<file path="config.mk">
export PLATFORM = sky130hd
export DESIGN_NAME = qtable_update_ctrl_flat
export DESIGN_NICKNAME = d
export VERILOG_FILES = /design/src/rtl/qtable_update_ctrl_if.sv /design/src/rtl/qtable_update_ctrl.sv /design/src/flat_wrapper.sv
export SDC_FILE = /design/constraint.sdc
export NUM_CORES = 1
export LEC_CHECK = 0
export BUFFER_PORTS_ARGS = -buffer_cell sky130_fd_sc_hd__buf_4
export CORE_MARGIN = 2
export CORE_UTILIZATION = 40
export CTS_BUF_LIST = sky130_fd_sc_hd__clkbuf_8
export DETAILED_ROUTE_END_ITERATION = 8
export GPL_TIMING_DRIVEN = 0
export SYNTH_ARGS = -nofsm -noshare
export SYNTH_HDL_FRONTEND = slang
export SYNTH_SLANG_ARGS = --single-unit
</file>
<file path="constraint.sdc">
create_clock -name i_clk -period 6 [get_ports i_clk]
set_clock_uncertainty 0.2 [all_clocks]
set_input_delay 0 -clock i_clk [delete_from_list [all_inputs] [get_ports i_clk]]
set_output_delay 0 -clock i_clk [all_outputs]
set_load 0.03 [all_outputs]
</file>
<file path="src/rtl/qtable_update_ctrl_if.sv">
// Request/response and Q-table port bundle for qtable_update_ctrl.
// The controller connects through the slave modport. The requester and table side connect through the master modport.
interface qtable_update_ctrl_if #(
  parameter int STATE_W = 6,
  parameter int DATA_W  = 8
);
  logic               i_valid;
  logic               o_ready;
  logic [STATE_W-1:0] i_state;
  logic [1:0]         i_action;
  logic [DATA_W-1:0]  i_reward;
  logic [STATE_W-1:0] i_next_state;

  logic [STATE_W+1:0] o_tbl_addr_r;
  logic               o_tbl_read_en;
  logic [DATA_W-1:0]  i_tbl_data;
  logic [STATE_W+1:0] o_tbl_addr_w;
  logic               o_tbl_write_en;
  logic [DATA_W-1:0]  o_tbl_data;

  logic               o_done;
  logic [DATA_W-1:0]  o_q_new;
  logic [1:0]         o_max_a;

  modport slave (
    input  i_valid, i_state, i_action, i_reward, i_next_state, i_tbl_data,
    output o_ready, o_tbl_addr_r, o_tbl_read_en, o_tbl_addr_w, o_tbl_write_en,
           o_tbl_data, o_done, o_q_new, o_max_a
  );

  modport master (
    output i_valid, i_state, i_action, i_reward, i_next_state, i_tbl_data,
    input  o_ready, o_tbl_addr_r, o_tbl_read_en, o_tbl_addr_w, o_tbl_write_en,
           o_tbl_data, o_done, o_q_new, o_max_a
  );
endinterface

</file>
<file path="src/rtl/qtable_update_ctrl.sv">
// Sequencer for one shift-based Q-learning update per accepted transition.
// It reads Q(s,a) and Q(s',0..3), folds the values into a greedy max, and writes the clamped result back.
module qtable_update_ctrl #(
  parameter int STATE_W  = 6,
  parameter int DATA_W   = 8,
  parameter int ALPHA_SH = 2,
  parameter int GAMMA_SH = 3
) (
  input  logic                 i_clk,
  input  logic                 i_rst,
  qtable_update_ctrl_if.slave  bus
);
  localparam int CALC_W = DATA_W + 3;
  localparam logic signed [CALC_W-1:0] Q_MAX = CALC_W'((1 << DATA_W) - 1);

  typedef enum logic [2:0] {
    IDLE, RD_Q, RD_N0, RD_N1, RD_N2, RD_N3, WAIT, WRITE
  } state_e;

  state_e             state_q, state_d;
  logic [STATE_W-1:0] s_q, s_d, ns_q, ns_d;
  logic [1:0]         a_q, a_d;
  logic [DATA_W-1:0]  r_q, r_d;
  logic [DATA_W-1:0]  q_sa_q, q_sa_d;
  logic [DATA_W-1:0]  max_val_q, max_val_d;
  logic [1:0]         max_idx_q, max_idx_d;
  logic [DATA_W-1:0]  q_new_q, q_new_d;
  logic [1:0]         max_a_q, max_a_d;

  logic signed [CALC_W-1:0] target, delta, step, sum;
  logic [DATA_W-1:0]        new_val;
  logic [1:0]               fold_idx;

  // Bellman update on zero-extended operands. The arithmetic shift floors negative steps.
  always_comb begin
    target  = $signed({3'b000, r_q}) + $signed({3'b000, max_val_q})
            - $signed({3'b000, max_val_q >> GAMMA_SH});
    delta   = target - $signed({3'b000, q_sa_q});
    step    = delta >>> ALPHA_SH;
    sum     = $signed({3'b000, q_sa_q}) + step;
    if (sum[CALC_W-1])   new_val = '0;
    else if (sum > Q_MAX) new_val = '1;
    else                  new_val = sum[DATA_W-1:0];
  end

  // Read data trails the read enable by one cycle.
  // The value read for Q(s',k) therefore arrives one state after RD_Nk.
  always_comb begin
    unique case (state_q)
      RD_N2:   fold_idx = 2'd1;
      RD_N3:   fold_idx = 2'd2;
      default: fold_idx = 2'd3;
    endcase
  end

  // NOTE: every signal is given its default before the case statement, so no path through this block can infer a latch.
  always_comb begin
    state_d   = state_q;
    s_d       = s_q;
    a_d       = a_q;
    r_d       = r_q;
    ns_d      = ns_q;
    q_sa_d    = q_sa_q;
    max_val_d = max_val_q;
    max_idx_d = max_idx_q;
    q_new_d   = q_new_q;
    max_a_d   = max_a_q;
    unique case (state_q)
      IDLE: if (bus.i_valid) begin
        s_d     = bus.i_state;
        a_d     = bus.i_action;
        r_d     = bus.i_reward;
        ns_d    = bus.i_next_state;
        state_d = RD_Q;
      end
      RD_Q:  state_d = RD_N0;
      RD_N0: begin
        q_sa_d  = bus.i_tbl_data;
        state_d = RD_N1;
      end
      RD_N1: begin
        max_val_d = bus.i_tbl_data;
        max_idx_d = 2'd0;
        state_d   = RD_N2;
      end
      RD_N2, RD_N3, WAIT: begin
        // Strict compare: on a tie the lower action index keeps the max.
        if (bus.i_tbl_data > max_val_q) begin
          max_val_d = bus.i_tbl_data;
          max_idx_d = fold_idx;
        end
        state_d = (state_q == RD_N2) ? RD_N3 : (state_q == RD_N3) ? WAIT : WRITE;
      end
      WRITE: begin
        q_new_d = new_val;
        max_a_d = max_idx_q;
        state_d = IDLE;
      end
      default: state_d = IDLE;
    endcase
  end

  // NOTE: sequential state uses non-blocking assignments, so all flops update together from the pre-edge values.
  always_ff @(posedge i_clk) begin
    if (i_rst) begin
      state_q   <= IDLE;
      s_q       <= '0;
      a_q       <= '0;
      r_q       <= '0;
      ns_q      <= '0;
      q_sa_q    <= '0;
      max_val_q <= '0;
      max_idx_q <= '0;
      q_new_q   <= '0;
      max_a_q   <= '0;
    end else begin
      state_q   <= state_d;
      s_q       <= s_d;
      a_q       <= a_d;
      r_q       <= r_d;
      ns_q      <= ns_d;
      q_sa_q    <= q_sa_d;
      max_val_q <= max_val_d;
      max_idx_q <= max_idx_d;
      q_new_q   <= q_new_d;
      max_a_q   <= max_a_d;
    end
  end

  always_comb begin
    unique case (state_q)
      RD_Q:    bus.o_tbl_addr_r = {s_q, a_q};
      RD_N0:   bus.o_tbl_addr_r = {ns_q, 2'd0};
      RD_N1:   bus.o_tbl_addr_r = {ns_q, 2'd1};
      RD_N2:   bus.o_tbl_addr_r = {ns_q, 2'd2};
      RD_N3:   bus.o_tbl_addr_r = {ns_q, 2'd3};
      default: bus.o_tbl_addr_r = '0;
    endcase
  end

  assign bus.o_ready        = (state_q == IDLE);
  assign bus.o_tbl_read_en  = (state_q inside {RD_Q, RD_N0, RD_N1, RD_N2, RD_N3});
  assign bus.o_tbl_write_en = (state_q == WRITE);
  assign bus.o_done         = (state_q == WRITE);
  assign bus.o_tbl_addr_w   = (state_q == WRITE) ? {s_q, a_q} : '0;
  assign bus.o_tbl_data     = (state_q == WRITE) ? new_val : '0;
  // Result outputs show the new values during WRITE itself. The held copies take over from the next cycle.
  assign bus.o_q_new        = (state_q == WRITE) ? new_val : q_new_q;
  assign bus.o_max_a        = (state_q == WRITE) ? max_idx_q : max_a_q;
endmodule
</file>
<file path="src/flat_wrapper.sv">
// flat-port wrapper written by rule: the top's interface ports become plain ports
module qtable_update_ctrl_flat 
#(
  parameter int STATE_W  = 6,
  parameter int DATA_W   = 8,
  parameter int ALPHA_SH = 2,
  parameter int GAMMA_SH = 3
)
  (i_clk, i_rst, bus_i_valid, bus_i_state, bus_i_action, bus_i_reward, bus_i_next_state, bus_i_tbl_data, bus_o_ready, bus_o_tbl_addr_r, bus_o_tbl_read_en, bus_o_tbl_addr_w, bus_o_tbl_write_en, bus_o_tbl_data, bus_o_done, bus_o_q_new, bus_o_max_a);
  qtable_update_ctrl_if #(.STATE_W(STATE_W), .DATA_W(DATA_W)) bus_i ();
  input  logic i_clk;
  input  logic i_rst;
  input wire logic [$bits(bus_i.i_valid)-1:0] bus_i_valid;
  input wire logic [$bits(bus_i.i_state)-1:0] bus_i_state;
  input wire logic [$bits(bus_i.i_action)-1:0] bus_i_action;
  input wire logic [$bits(bus_i.i_reward)-1:0] bus_i_reward;
  input wire logic [$bits(bus_i.i_next_state)-1:0] bus_i_next_state;
  input wire logic [$bits(bus_i.i_tbl_data)-1:0] bus_i_tbl_data;
  output wire logic [$bits(bus_i.o_ready)-1:0] bus_o_ready;
  output wire logic [$bits(bus_i.o_tbl_addr_r)-1:0] bus_o_tbl_addr_r;
  output wire logic [$bits(bus_i.o_tbl_read_en)-1:0] bus_o_tbl_read_en;
  output wire logic [$bits(bus_i.o_tbl_addr_w)-1:0] bus_o_tbl_addr_w;
  output wire logic [$bits(bus_i.o_tbl_write_en)-1:0] bus_o_tbl_write_en;
  output wire logic [$bits(bus_i.o_tbl_data)-1:0] bus_o_tbl_data;
  output wire logic [$bits(bus_i.o_done)-1:0] bus_o_done;
  output wire logic [$bits(bus_i.o_q_new)-1:0] bus_o_q_new;
  output wire logic [$bits(bus_i.o_max_a)-1:0] bus_o_max_a;
  assign bus_i.i_valid = bus_i_valid;
  assign bus_i.i_state = bus_i_state;
  assign bus_i.i_action = bus_i_action;
  assign bus_i.i_reward = bus_i_reward;
  assign bus_i.i_next_state = bus_i_next_state;
  assign bus_i.i_tbl_data = bus_i_tbl_data;
  assign bus_o_ready = bus_i.o_ready;
  assign bus_o_tbl_addr_r = bus_i.o_tbl_addr_r;
  assign bus_o_tbl_read_en = bus_i.o_tbl_read_en;
  assign bus_o_tbl_addr_w = bus_i.o_tbl_addr_w;
  assign bus_o_tbl_write_en = bus_i.o_tbl_write_en;
  assign bus_o_tbl_data = bus_i.o_tbl_data;
  assign bus_o_done = bus_i.o_done;
  assign bus_o_q_new = bus_i.o_q_new;
  assign bus_o_max_a = bus_i.o_max_a;
  qtable_update_ctrl #(.STATE_W(STATE_W), .DATA_W(DATA_W), .ALPHA_SH(ALPHA_SH), .GAMMA_SH(GAMMA_SH)) u_core (.i_clk(i_clk), .i_rst(i_rst), .bus(bus_i));
endmodule
</file>
# Word level (Yosys, flattened, before mapping)
# Index checks and enable logic that the tools add are counted.
[classes]
reduce_logical = 6
mux = 16
addsub = 4
n_lt_le_gt_ge = 2
n_eq_ne = 9
[op_table]
columns = ["cell", "n"]
rows = [
  ["8-bit two-way mux", 6],
  ["8-bit one-hot mux with 5 select lines", 1],
  ["3-bit one-hot mux with 6 select lines", 1],
  ["8-bit one-hot mux with 2 select lines", 1],
  ["3-bit == test (second input constant)", 4],
  ["11-bit by 9-bit > comparator with 1-bit output (second input constant)", 1],
  ["11-bit by 6-bit subtractor with 11-bit output", 1],
  ["11-bit by 9-bit subtractor with 11-bit output", 1],
  ["9-bit by 9-bit adder with 10-bit output", 1],
  ["8-bit by 8-bit adder with 9-bit output", 1],
  ["8-bit > comparator", 1],
  ["2-bit one-hot mux with 2 select lines", 2],
  ["3-bit by 2-bit == test with 1-bit output (second input constant)", 2],
  ["3-bit two-way mux", 2],
  ["5-bit nonzero test", 1],
  ["2-bit two-way mux", 2],
  ["2-bit AND reduction", 2],
  ["3-bit by 1-bit == test with 1-bit output (second input constant)", 1],
  ["3-bit zero test", 1],
  ["3-bit OR reduction", 1],
  ["2-bit by 1-bit inequality test with 1-bit output (second input constant)", 1],
  ["2-bit inequality test (second input constant)", 1],
  ["2-bit nonzero test", 1],
  ["1-bit two-way mux", 1],
]
[totals]
in_bits = 33
register_bits = 53
out_inout_bits = 38
elab_cells = 47

# Logic depth before layout (Yosys ltp)
[depth]
word_depth = 8
mapped_depth = 23
ltp_nobuf = 22

# Worst setup path after synthesis
# OpenSTA, ideal clock, no wires.
[synth_timing]
path_type = "flip-flop to output port"
start = "register u_core.max_val_q[0]"
end = "output port bus_o_q_new[3]"
setup_slack_ns = 0.890
t_required_ns = 5.800
n_path_buf = 0
arrival_time_ns = 4.910
stages_incl_launch_ff = 21
cell_sequence = "dfxtp_1 > ha_1 > fa_1 > a21o_1 > a21oi_1 > o21bai_1 > a21oi_1 > xor2_1 > ha_1 > inv_1 > ha_1 > and3_1 > a21o_1 > nor2_1 > ha_1 > a21o_1 > nor4_2 > a221oi_4 > o211a_1 > nor3_1 > or2_2"
[synth_via]
elab_chain_cells = 8
[synth_rtl]
columns = ["item", "line_no", "rtl"]
rows = [
  ["from (decl)", "qtable_update_ctrl.sv:25", "logic [DATA_W-1:0] max_val_q, max_val_d;"],
  ["from (signal assigned)", "qtable_update_ctrl.sv:123", "max_val_q <= max_val_d;"],
  ["8-bit by 8-bit adder with 9-bit output *", "qtable_update_ctrl.sv:36", "target = $signed({3'b000, r_q}) + $signed({3'b000, max_val_q})"],
  ["11-bit by 6-bit subtractor with 11-bit output *", "qtable_update_ctrl.sv:37", "- $signed({3'b000, max_val_q >> GAMMA_SH});"],
  ["11-bit by 9-bit subtractor with 11-bit output *", "qtable_update_ctrl.sv:38", "delta = target - $signed({3'b000, q_sa_q});"],
  ["9-bit by 9-bit adder with 10-bit output *", "qtable_update_ctrl.sv:40", "sum = $signed({3'b000, q_sa_q}) + step;"],
  ["11-bit by 9-bit > comparator with 1-bit output", "qtable_update_ctrl.sv:42", "else if (sum > Q_MAX) new_val = '1;"],
  ["8-bit two-way mux", "qtable_update_ctrl.sv:42", ""],
  ["8-bit two-way mux *", "qtable_update_ctrl.sv:41", "if (sum[CALC_W-1]) new_val = '0;"],
  ["8-bit two-way mux *", "--", ""],
  ["to (decl)", "flat_wrapper.sv:26", "output wire logic [$bits(bus_i.o_q_new)-1:0] bus_o_q_new;"],
]
# Mark *: on every way between the ends. The rest lies on a longest branch, timed or not.

# Final worst setup path
[layout_timing]
start = "register u_core.max_val_q[0]"
end = "output port bus_o_q_new[2]"
# The elaborated chain is that of the path after synthesis.

==> flow_metrics.tcl <==
set metrics [dict create \
    drc 0 \
    path_cells "ha_1, fa_1, a21o_1, a21oi_1, o21bai_1, a21oi_1, xor2_1, ha_1, inv_1, ha_1, and3_1, a21o_1, nor2_1, ha_1, a21o_1, o21bai_1, o21ai_0, o32a_1, buf_6, buf_2, a22oi_1, buf_4" \
    async_reset_ff_share_pct 0 \
    routed_wl_mm 9.81 \
    critPathMaxStageDelay_ns 0.41 \
    gr-total-overflow 0 \
    synth.avg_cell_area_um2 7.91 \
    power_mw 2.50 \
    setup_viol 0 \
    ios 71 \
    finalCritPeriodShare_pct 92.0 \
    dpl.cell_count 657 \
    place_ws_ns 0.814 \
    cp_common_cell "ha_1" \
    ys_ff_latch 53 \
    fin_ws_ns 0.478 \
    crit_start "u_core.max_val_q[0]" \
    fmax_ghz 0.181 \
    synth.top_cells.by_area "dfxtp_1 28%, ha_1 14%, a21oi_1 8.1%" \
    antenna_found_initial 0 \
    drive_gt1_share_pct 16.5 \
    num_vias 3624 \
    cts_sinks 53 \
    cts.path.max_buffers 2 \
    setup_tns_ns 0 \
    synth.net_count 557 \
    synth_edf_count 0 \
    nNetsFinal 667 \
    cts_tree "done" \
    die_w_um 101 \
    first_pass_iters 4 \
    maxSlewViolCount 0 \
    grt_max_degree 17 \
    hp-class "reg2reg" \
    finalHoldViolCount 0 \
    place_congestion 0.801 \
    holdCritStartpoint "u_core.ns_q[0]" \
    cp-start-kind "register" \
    timing.final.crit_period_ns 5.52 \
    grt_pass1_wl_mm 16.3 \
    synthCells 477 \
    path_max_fanout 10 \
    area_growth_pct 29.0 \
    antenna_cells 0 \
    fin_util_pct 52.9 \
    arrival_ns 5.32 \
    synth_cell_type_count 59 \
    instances_no_fill 699 \
    slowest_stage "fa_1" \
    path_class "reg2out" \
    drtAntennaViolNets 0 \
    synth_top_area_share_pct 28.1 \
    cts_root_buf "clkbuf_8" \
    maxCapViolations 0 \
    power_density_mw_per_mm2 514 \
    dieArea_mm2 0.0102 \
    viasPerCell 5.18 \
    grt_pass1_vias 3490 \
    cts_made_buffers 5 \
    worst_setup_path_end_kind "output pin" \
    syn_area_mm2 0.00377 \
    cts_resized 0 \
    yosys_warnings 0 \
    fp-row-count 35 \
    r2r_start "u_core.max_val_q[0]" \
    status "finished, final reports clean" \
    fp.dieH_um 101 \
    worstPathRequired_ns 5.80 \
    synth_top_area_cell "dfxtp_1" \
    cts.reportedPaths.clkPinSlew_ns 0.10 \
    h-tree-depth 2 \
    hpwl_mm 7.66 \
    rsz0062_at_grt "no" \
    drt_iter0_markers 154 \
    yosysSeqAreaShare_pct 28.1 \
    cts_hold_buf 34 \
    post-cts-setup-buffers 0 \
    wire_per_inst_um 14.0 \
    tightest_slew_ns 0.634 \
    initial_core_util_pct 41.0 \
    dpl_cell_area_mm2 0.00443 \
    numPortBuffers 69 \
    hold_ws_ns 0.260 \
    coreArea_mm2 0.00920 \
    leakage_nw 2.17 \
    grt_usage_pct 19.7 \
    final_design_area_no_fill_mm2 0.00486 \
    clk-insertion-delay-late_ns 0.30 \
    synth-main-ff-cell "dfxtp_1" \
    irDropWorstVdd_mv 0.251 \
    relSlewSlack_pct 57.7 \
]
[path summary, 6_finish.rpt]
kind	to	slack, ns	depth (start not counted)
worst max-delay path	bus_o_q_new[2]	0.48	22
worst min-delay path	u_core.ns_q[0]	0.26	2
worst max register to register	u_core.q_new_q[7]	0.89	20
worst min register to register	u_core.ns_q[0]	0.26	2
[critical path, delay by kind of cell (launching register included)]
kind,cells,cell delay (ns)
adder cells (fa/ha/maj),5,1.48
AND/OR/NAND/NOR,2,0.39
flip-flops,1,0.35
XOR/XNOR,1,0.25
buffers and inverters,4,0.61
AO/OA/AOI/OAI,10,1.94
[logic make-up (layout without fill, tap and decap cells)]
group,Yosys count,in the layout,synth area share [%]
flops,53,53,28.1
buf+inv,57,168,6.20
simple gates,162,162,20.3
xor+xnor,18,18,4.68
compound gates,138,138,23.5
mux,2,2,0.597
fa+ha+maj,47,47,16.6
[metal layers]
metal,wire length [um],vias up,global-route usage (%)
met5,0,-,0
met4,74,0,3.64
met3,442,6,3.68
met2,4660,73,33.7
met1,4640,1665,26.1
li1,-,1880,-
[cells in the mapped netlist (3+ instances only)]
cell type and instances:
a21o_1 9, a21oi_1 61, a221oi_1 4, a22o_1 6
a22oi_1 4, a311oi_1 3, a31oi_1 3, and2_1 6
and3_1 9, clkbuf_1 18, dfxtp_1 53, fa_1 5
ha_1 42, inv_1 34, nand2_1 79, nand2b_1 3
nand3_1 10, nand4_1 3, nor2_1 21, nor2b_1 9
nor3_1 8, o21a_1 4, o21ai_0 21, o21ai_1 3
or2_2 3, xnor2_1 10, xor2_1 7
[flip-flops by register name (all words and copies together), names as in the netlist]
| signal | count |
|---|---|
| u_core.a_q | 2 |
| u_core.max_val_q | 8 |
| u_core.r_q | 8 |
| u_core.q_sa_q | 8 |
| u_core.state_q | 3 |
| u_core.q_new_q | 8 |
| u_core.max_a_q | 2 |
| u_core.s_q | 6 |
| u_core.max_idx_q | 2 |
| u_core.ns_q | 6 |
[layout make-up]
| class | instances | area, um^2 |
|---|---|---|
| Clock buffer | 6 | 82.6 |
| Timing Repair Buffer | 103 | 858 |
| Sequential cell | 53 | 1060 |
| Clock inverter | 2 | 13.8 |
| Buffer | 23 | 106 |
| Inverter | 34 | 128 |
| Tap cell | 111 | 139 |
| Multi-Input combinational cell | 367 | 2480 |
| Fill cell | 923 | 4330 |
[power breakdown]
group          internal (mW)  total [mW]  switching, mW
Sequential             0.406       0.452         0.0455
Clock                 0.0939       0.216          0.122
Combinational          0.736        1.83           1.09
[placed cells by master (no fill, tap or decap), drive strengths merged, types with 10 or more instances in the layout]
| cell type | Yosys | final |
|---|---|---|
| a21oi | 61 | 61 |
| buf | 5 | 74 |
| clkbuf | 18 | 24 |
| dfxtp | 53 | 53 |
| dlygate4sd3 | 0 | 34 |
| ha | 42 | 42 |
| inv | 34 | 34 |
| nand2 | 79 | 79 |
| nand3 | 10 | 10 |
| nor2 | 22 | 22 |
| o21ai | 25 | 25 |
| xnor2 | 10 | 10 |
(Power assumes the default switching activity.)
